$ cat src/rtl/control_unit.sv
`default_nettype none
// ============================================================================
//  Module      : control_unit
//  Description : Instruction sequencer for the 16-bit bus datapath. Captures
//                a 9-bit instruction, then walks T0..T3 driving one-hot bus
//                source selects, register load enables, ALU op and done.
//  Revision    : 1.0  - initial release
// ============================================================================
module control_unit (
    input  logic        clock,
    input  logic        resetn,
    input  logic        run,
    input  logic [15:0] din,
    output logic [7:0]  r_out,
    output logic        din_out,
    output logic        g_out,
    output logic [7:0]  r_in,
    output logic        a_in,
    output logic        g_in,
    output logic        ir_in,
    output logic [2:0]  alu_op,
    output logic        done,
    output logic [8:0]  ir
);

    // ------------------------------------------------------------------------
    // Opcode encodings (ir[8:6])
    // ------------------------------------------------------------------------
    localparam logic [2:0] OP_MV  = 3'b000;
    localparam logic [2:0] OP_MVI = 3'b001;

    // Step counter; four timesteps fit exactly in two bits.
    typedef enum logic [1:0] {
        T0 = 2'd0,
        T1 = 2'd1,
        T2 = 2'd2,
        T3 = 2'd3
    } step_t;

    step_t      step_q, step_d;
    logic [8:0] ir_q, ir_d;

    // Instruction fields of the currently held instruction.
    logic [2:0] opcode;
    logic [2:0] reg_x;
    logic [2:0] reg_y;

    assign opcode = ir_q[8:6];
    assign reg_x  = ir_q[5:3];
    assign reg_y  = ir_q[2:0];
    assign ir     = ir_q;

    // Only din[8:0] carries an instruction; the upper bits reach the bus
    // through the datapath mux, never through this block.
    logic unused_din_hi;
    assign unused_din_hi = ^din[15:9];

    // Turn a 3-bit register index into its one-hot select/enable.
    function automatic logic [7:0] reg_onehot(input logic [2:0] idx);
        logic [7:0] vec;
        vec      = 8'b0;
        vec[idx] = 1'b1;
        return vec;
    endfunction

    // State register: step counter and instruction register, sync active-low reset.
    always_ff @(posedge clock) begin
        if (!resetn) begin
            step_q <= T0;
            ir_q   <= 9'b0;
        end else begin
            step_q <= step_d;
            ir_q   <= ir_d;
        end
    end

    // Next-step and output decode; everything except ir is forced low in reset
    // so no load enable can fire during an aborting reset cycle.
    always_comb begin
        step_d  = step_q;
        ir_d    = ir_q;
        r_out   = 8'b0;
        din_out = 1'b0;
        g_out   = 1'b0;
        r_in    = 8'b0;
        a_in    = 1'b0;
        g_in    = 1'b0;
        ir_in   = 1'b0;
        alu_op  = 3'b000;
        done    = 1'b0;

        if (resetn) begin
            case (step_q)
                // Fetch: run is only honoured here.
                T0: begin
                    if (run) begin
                        ir_in  = 1'b1;
                        ir_d   = din[8:0];
                        step_d = T1;
                    end
                end

                // Moves finish here; ALU ops latch operand X into A.
                T1: begin
                    if (opcode == OP_MV) begin
                        r_out  = reg_onehot(reg_y);
                        r_in   = reg_onehot(reg_x);
                        done   = 1'b1;
                        step_d = T0;
                    end else if (opcode == OP_MVI) begin
                        din_out = 1'b1;
                        r_in    = reg_onehot(reg_x);
                        done    = 1'b1;
                        step_d  = T0;
                    end else begin
                        r_out  = reg_onehot(reg_x);
                        a_in   = 1'b1;
                        step_d = T2;
                    end
                end

                // ALU ops: operand Y on the bus, result captured into G.
                T2: begin
                    r_out  = reg_onehot(reg_y);
                    g_in   = 1'b1;
                    alu_op = opcode;
                    step_d = T3;
                end

                // ALU ops: write G back into X.
                T3: begin
                    g_out  = 1'b1;
                    r_in   = reg_onehot(reg_x);
                    done   = 1'b1;
                    step_d = T0;
                end

                default: step_d = T0;
            endcase
        end
    end

endmodule
`default_nettype wire
$ cat config.mk
export PLATFORM = sky130hd
export DESIGN_NAME = control_unit
export DESIGN_NICKNAME = d
export VERILOG_FILES = /design/src/rtl/control_unit.sv
export SDC_FILE = /design/constraint.sdc
export NUM_CORES = 1
export LEC_CHECK = 0
export CORE_MARGIN = 1.5
export CORE_UTILIZATION = 40
export DETAILED_ROUTE_END_ITERATION = 6
export GPL_TIMING_DRIVEN = 0
export HOLD_SLACK_MARGIN = 0.02
export PLACE_DENSITY = 0.85
export SETUP_SLACK_MARGIN = 0.5
export SLEW_MARGIN = 40
export SYNTH_ARGS = -nofsm -noshare
export SYNTH_HDL_FRONTEND = slang
export SYNTH_SLANG_ARGS = --single-unit
$ cat constraint.sdc
create_clock -name clock -period 2.05 [get_ports clock]
set_input_delay 0.3075 -clock clock [delete_from_list [all_inputs] [get_ports clock]]
set_output_delay 0.3075 -clock clock [all_outputs]
set_load 0.05 [all_outputs]
==> impl_metrics.tcl, run 1 <==
set metrics [dict create \
    fp-row-count 16 \
    synth_edf_count 0 \
    synth.cell_area_um2 886 \
    htree_num_levels 1 \
    outcome "stopped before the end" \
    die_h_um 50.1 \
    async_flop_share_pct 0 \
    clockBufferDepth 2 \
    synth_area_leaders "dfxtp_1 (25%), nand2_1 (8.9%), a21oi_1 (6.2%), ha_1 (5.6%), nor2_1 (5.1%)" \
    syn_inst 122 \
    dieWidth_um 50.1 \
    ctsHoldBuffers 0 \
    synth_seq_cells 11 \
    ys.flop_type "dfxtp_1" \
    initial_core_util_pct 43.8 \
    hpwl_um 2250 \
    yosys_warnings 0 \
    grt_max_degree 11 \
    io_pins 53 \
    worstEpCategory "output port" \
    io_buffers 45 \
    synth_top_cell_area_share_pct 24.9 \
    root_buffer "clkbuf_4" \
    synth_top_area_cell "dfxtp_1" \
    syn_area_per_cell_um2 7.26 \
    gp_congestion 0.806 \
    synth-seq-area-share_pct 24.9 \
    error_line "[ERROR DPL-0038] Utilization greater than 100%, impossible to legalize" \
    ys_types 33 \
    numCtsBuffers 3 \
    stop_stage "global routing (5_1_grt)" \
    cts.sinks 11 \
    crit_endpoint "r_in[1]" \
    syn_nets 145 \
]
==> logic make-up after synthesis <==
| logic type | share of synthesized area [%] |
|---|---|
| fa+ha+maj | 5.65 |
| compound gates | 26.3 |
| buf+inv | 6.50 |
| simple gates | 36.7 |
| flops | 24.9 |
==> Yosys cell counts, types with 2 or more instances <==
| cell | number |
|---|---|
| nand3_1 | 3 |
| dfxtp_1 | 11 |
| ha_1 | 4 |
| inv_1 | 2 |
| a21oi_1 | 11 |
| a22oi_1 | 4 |
| o32ai_1 | 2 |
| and3_1 | 3 |
| buf_2 | 4 |
| o22ai_1 | 6 |
| a32oi_1 | 4 |
| and2_1 | 3 |
| o211ai_1 | 2 |
| nor3_2 | 2 |
| nand2b_1 | 4 |
| o21ai_1 | 3 |
| inv_2 | 2 |
| and2b_1 | 2 |
| nor2_1 | 12 |
| nand2_1 | 21 |
| nor3_1 | 2 |
| nor2b_1 | 2 |
| clkbuf_1 | 3 |
==> through the flow <==
stage	instances	instance area, um^2	util [%]	setup slack, ps	hold slack (ps)
after detailed placement	194	1630	80.8	-820	516
after floorplan	122	1150	-	34.6	429
after CTS	209	1920	94.7	10.8	531
after global placement	194	1630	80.8	-802	488
==> repair_timing <==
action / in CTS
setup endpoints to repair: 34
pin swaps: 10
gates resized for setup: 223
endpoints found under the hold margin: 0
buffers inserted: 11
==> run 2: changes to the inputs <==
==> config.mk (replaced) <==
export PLATFORM = sky130hd
export DESIGN_NAME = control_unit
export DESIGN_NICKNAME = d
export VERILOG_FILES = /design/src/rtl/control_unit.sv
export SDC_FILE = /design/constraint.sdc
export NUM_CORES = 1
export LEC_CHECK = 0
export CORE_AREA = 2 2 63 65
export DETAILED_ROUTE_END_ITERATION = 6
export DIE_AREA = 0 0 65 67
export GPL_TIMING_DRIVEN = 0
export PLACE_DENSITY_LB_ADDON = 0.15
export SLEW_MARGIN = 40
export SYNTH_ARGS = -nofsm -noshare
export SYNTH_HDL_FRONTEND = slang
export SYNTH_SLANG_ARGS = --single-unit
==> impl_metrics.tcl, run 2 <==
set metrics [dict create \
    placed_cells 215 \
    grt.overflow.total 0 \
    synth_top_area_cell "dfxtp_1" \
    rsz0062_at_grt "yes" \
    comb_power_share_pct 40.4 \
    outcome "finished clean" \
    cp_cell_sequence "inv_4, buf_4, ha_4, nand3b_1, buf_4, o32ai_4, buf_6" \
    final_hold_viol_count 0 \
    ir_worst_vdd_uv 359 \
    hpwl_um 2240 \
    synth.cell_area_um2 886 \
    clkPwrFrac_pct 27.2 \
    critPathMostFrequentCell "buf_4" \
    grt_max_degree 13 \
    cts.sinks 11 \
    regArea_um2 230 \
    start_kind "flop" \
    synth_area_leaders "dfxtp_1 (25%), nand2_1 (8.9%), a21oi_1 (6.2%), ha_1 (5.6%), nor2_1 (5.1%)" \
    cp_max_fo 3 \
    routed_wirelength_um 3020 \
    max_cap_violations 0 \
    synth.most_common_cell "nand2_1" \
    core_area_um2 3610 \
    critical_path_class "flop to output pin" \
    arrival_ps 1720 \
    ys.flop_type "dfxtp_1" \
    drive_gt1_share_pct 40.2 \
    synth_top_cell_area_share_pct 24.9 \
    synth_edf_count 0 \
    syn_area_per_cell_um2 7.26 \
    io_buffers 45 \
    fmax_ghz 0.494 \
    p_int_mw 0.493 \
    dieWidth_um 65 \
    multi_input_area_um2 805 \
    timing.final.max_slew_violations 0 \
    vias 1101 \
    io_pins 53 \
    mostFrequentLayoutCells "nand2_1 (21), clkdlybuf4s50_1 (18), buf_4 (15)" \
    slowest_delay_ps 360 \
    drtAntennaViolNets 0 \
    path_clk_slew_ps 50 \
    end_kind "output pin" \
    switchingPower_mw 0.299 \
    power.leakage_nw 0.658 \
    holdCritPathClass "flop to flop" \
    fin_nets 203 \
    syn_nets 145 \
    vias_per_cell 4.85 \
    area_growth_pct 93.1 \
    setup_ws_ps 26.5 \
    synth_commonest_cells "nand2_1 (21), nor2_1 (12), a21oi_1 (11), dfxtp_1 (11), o22ai_1 (6)" \
    grtUsageTotal_pct 14.2 \
    total_power_mw 0.792 \
    syn_inst 122 \
    first_global_vias 998 \
    drtIter0Drc 27 \
    gp_congestion 0.732 \
    grt_pass1_wl_um 4770 \
    antenna_found_initial 0 \
    finalCriticalPeriod_ps 2020 \
    maxSlewHeadroom_pct 65.8 \
    largest_reg_flops 9 \
    fp-row-count 22 \
    fin_cells 227 \
    worstPathRequired_ps 1740 \
    swShare_pct 37.8 \
    cts_tree "yes" \
    initial_core_util_pct 24.6 \
    power.density_nw_per_um2 463 \
    finalClockSkew_ps 4.56 \
    yosys_warnings 0 \
    fp.dieArea_um2 4360 \
    tightest_slew_ps 513 \
    drc 0 \
    finalCritPeriodShare_pct 98.7 \
    numCtsBuffers 3 \
    synth-seq-area-share_pct 24.9 \
    htree_num_levels 1 \
    fillers 361 \
    clock_latency_ps 240 \
    setup_violations 0 \
    critPathSlowestCell "dfxtp_4" \
    seqPwrFrac_pct 32.4 \
    post_drt_wl_per_cell_um 13.3 \
    clockBufferDepth 2 \
    ys_types 33 \
    dr.pass1.iters 4 \
    holdWs_ps 550 \
    layout_commonest_cell "nand2_1" \
    async_flop_share_pct 0 \
    synth_seq_cells 11 \
    place_ws_ps -724 \
    num_antenna_cells 0 \
    die_h_um 67 \
    root_buffer "clkbuf_8" \
]
[run 2: path summary, 6_finish.rpt]
kind / slack [ps] / cells past startpoint / end / startpoint
max: 30 / 7 / r_out[0] / flop
min: 550 / 2 / ir[6] / ir[6]
max reg2reg: 680 / 6 / flop / flop
min reg2reg: 550 / 2 / ir[6] / ir[6]
[run 2: cell families (layout without fill, tap and decap cells)]
group	count (synthesis)	after routing	synth area share [%]
adders and majority gates	4	4	5.65
AOI/OAI and AO/OA	35	35	26.3
DFF	11	11	24.9
and+or+nand+nor	60	60	36.7
buffers and inverters	12	69	6.50
[run 2: critical path, delay by kind of cell, from the launching register on]
family | cells | cell delay (ps)
compound gates | 1 | 210
flops | 1 | 360
buf+inv | 4 | 520
fa+ha+maj | 1 | 290
simple gates | 1 | 110
[run 2: final cells by class]
class,count,share of cell area [%]
Multi-Input combinational cell,99,47.0
Timing Repair Buffer,54,29.4
Sequential cell,11,13.5
Tap cell,48,3.51
Buffer,7,2.93
Clock buffer,4,2.63
Inverter,4,1.02
[run 2: timing repair]
action | in CTS | in global routing
buffers inserted | 5 | 4
hold buffers | 0 | 0
pin swaps | 2 | 3
endpoints found under the setup margin | 25 | 14
resized for setup | 141 | 19
[run 2: stage by stage]
| stage | cell area (um^2) | setup TNS, ps | utilization (%) |
|---|---|---|---|
| after floorplan | 998 | -562 | - |
| after global placement | 1510 | -11910 | 41.8 |
| after detailed placement | 1510 | -11780 | 41.8 |
| after CTS | 1620 | -12.0 | 44.8 |
| after global routing | 1710 | -65.6 | 47.4 |
| final | 1710 | 0 | 47.4 |
[run 2: layer usage]
layer  wire [um]  vias up  GRT usage (%)
met4          33        0           5.59
met2        1470       32           23.2
met5           0        -              0
li1            -      559              -
met3         158        4           3.04
met1        1360      506           18.3
[run 2: power by group through the flow]
stage	registers, mW	logic (mW)	clock network, mW
2_1_floorplan	0.294	0.158	0
3_3_place_gp	0.257	0.285	0
3_5_place_dp	0.257	0.288	0
4_1_cts	0.256	0.304	0.224
5_1_grt	0.260	0.341	0.234
6_report	0.256	0.320	0.216
(Power assumes the default switching activity.)
==> run 3: changes to the inputs <==
==> constraint.sdc (replaced) <==
create_clock -name clock -period 1.7 [get_ports clock]
set_input_delay 0.255 -clock clock [delete_from_list [all_inputs] [get_ports clock]]
set_output_delay 0.255 -clock clock [all_outputs]
set_load 0.05 [all_outputs]
==> impl_metrics.tcl, run 3 (same netlist as run 2, synthesis figures left out) <==
set metrics [dict create \
    outcome "complete, but fails checks" \
    violations "setup timing" \
    maxSlewHeadroom_pct 66.3 \
    fin_nets 206 \
    vias 1107 \
    placed_area_um2 1650 \
    drive_gt1_share_pct 51.6 \
    fin_cells 230 \
    cts_tree "yes" \
    layout_commonest_cell "buf_6" \
    holdCritPathClass "flop to flop" \
    grt_max_degree 13 \
    total_power_mw 0.998 \
    area_growth_pct 111 \
    vias_per_cell 4.81 \
    holdWs_ps 528 \
    dr.pass1.iters 4 \
    numCtsBuffers 3 \
    largest_reg_flops 9 \
    io_buffers 45 \
    arrival_ps 1650 \
    ctsHoldBuffers 0 \
    drc 0 \
    swShare_pct 38.7 \
    final_util_pct 51.7 \
    path_clk_slew_ps 50 \
    worstPathRequired_ps 1440 \
    root_buffer "clkbuf_8" \
    routed_wirelength_um 3110 \
    place_ws_ps -1020 \
    hpwl_um 2360 \
    io_pins 53 \
    seqPwrFrac_pct 31.5 \
    p_int_mw 0.612 \
    initial_core_util_pct 24.6 \
    clock_latency_ps 240 \
    cp_max_fo 3 \
    power.leakage_nw 0.689 \
    clkPwrFrac_pct 26.1 \
    placed_cells 217 \
    setup_ws_ps -208 \
    max_cap_violations 0 \
    clockBufferDepth 2 \
    grt.overflow.total 0 \
    critical_path_class "flop to output pin" \
    finalCritPeriodShare_pct 112 \
    die_h_um 67 \
    fp-row-count 22 \
    ir_worst_vdd_uv 424 \
    end_kind "output pin" \
    fmax_ghz 0.524 \
    antenna_found_initial 0 \
    setup_violations 18 \
    power.density_nw_per_um2 535 \
    post_drt_wl_per_cell_um 13.5 \
    gp_congestion 0.737 \
    final_hold_viol_count 0 \
    dieWidth_um 65 \
    finalClockSkew_ps 2.74 \
    grtUsageTotal_pct 15.8 \
    grt_pass1_wl_um 5260 \
    cts.sinks 11 \
    num_antenna_cells 0 \
    tightest_slew_ps 504 \
    final_cell_area_um2 1870 \
    finalCriticalPeriod_ps 1910 \
    switchingPower_mw 0.387 \
    rsz0062_at_grt "yes" \
    htree_num_levels 1 \
    final.setup.tns_ps -2470 \
    drtIter0Drc 28 \
    start_kind "flop" \
    comb_power_share_pct 42.4 \
    timing.final.max_slew_violations 0 \
    core_area_um2 3610 \
    first_global_vias 1090 \
    fillers 356 \
    mostFrequentLayoutCells "buf_6 (21), nand2_1 (20), clkdlybuf4s50_1 (14)" \
    fp.dieArea_um2 4360 \
    drtAntennaViolNets 0 \
]
[run 3: changes by cell type in the layout (fill, tap and decap cells not counted), sizes merged]
cell | previous run | this run
dlygate4sd2 | 1 | 6
dlymetal6s2s | 2 | 0
clkdlybuf4s50 | 18 | 14
buf | 31 | 41
clkdlybuf4s15 | 6 | 0
[run 3: area by class of cell]
type,count,area (um^2),area share (%)
inverters,4,20.0,1.07
repair buffers,57,531,28.4
clock buffers,4,45.0,2.41
well taps,48,60.1,3.22
flip-flops and latches,11,238,12.7
plain buffers,7,56.3,3.02
multi-input cells,99,916,49.1
[run 3: repair_timing]
action | CTS | global route
endpoints found under the setup margin | 29 | 18
setup buffers | 7 | 4
resized for setup | 182 | 12
pin swaps | 8 | 7
hold endpoints to repair | 0 | 0
[run 3: metal layers]
metal  vias to the layer above  wire (um)  track usage, %  share of wire (%)
met3                         4        124            1.86                4.0
met2                        30       1480            26.8                 48
li1                        561          -               -                  -
met1                       512       1440            19.8                 46
met4                         0         65            7.98                2.1
met5                         -          0               0                  0
[run 3: critical path: stages (launching register included)]
cell and delay, ps:
dfxtp_4 350, inv_4 70, ha_4 120, nor3b_4 200
o211ai_1 100, buf_4 160, buf_6 130, nor3_4 110
buf_6 180
[run 3: worst paths after layout]
check / startpoint / end / slack, ps / cells past startpoint
min: ir[3] / ir[3] / 530 / 2
max reg2reg: step_q[0] / flop / 400 / 5
max: flop / r_in[1] / -210 / 8
min reg2reg: ir[3] / ir[3] / 530 / 2
[run 3: power by group through the flow]
stage          sequential (mW)  combinational [mW]  clock [mW]
6_report                 0.315               0.423       0.260
5_1_grt                  0.319               0.454       0.280
4_1_cts                  0.311               0.407       0.272
3_5_place_dp             0.314               0.379           0
3_3_place_gp             0.313               0.372           0
2_1_floorplan            0.358               0.218           0
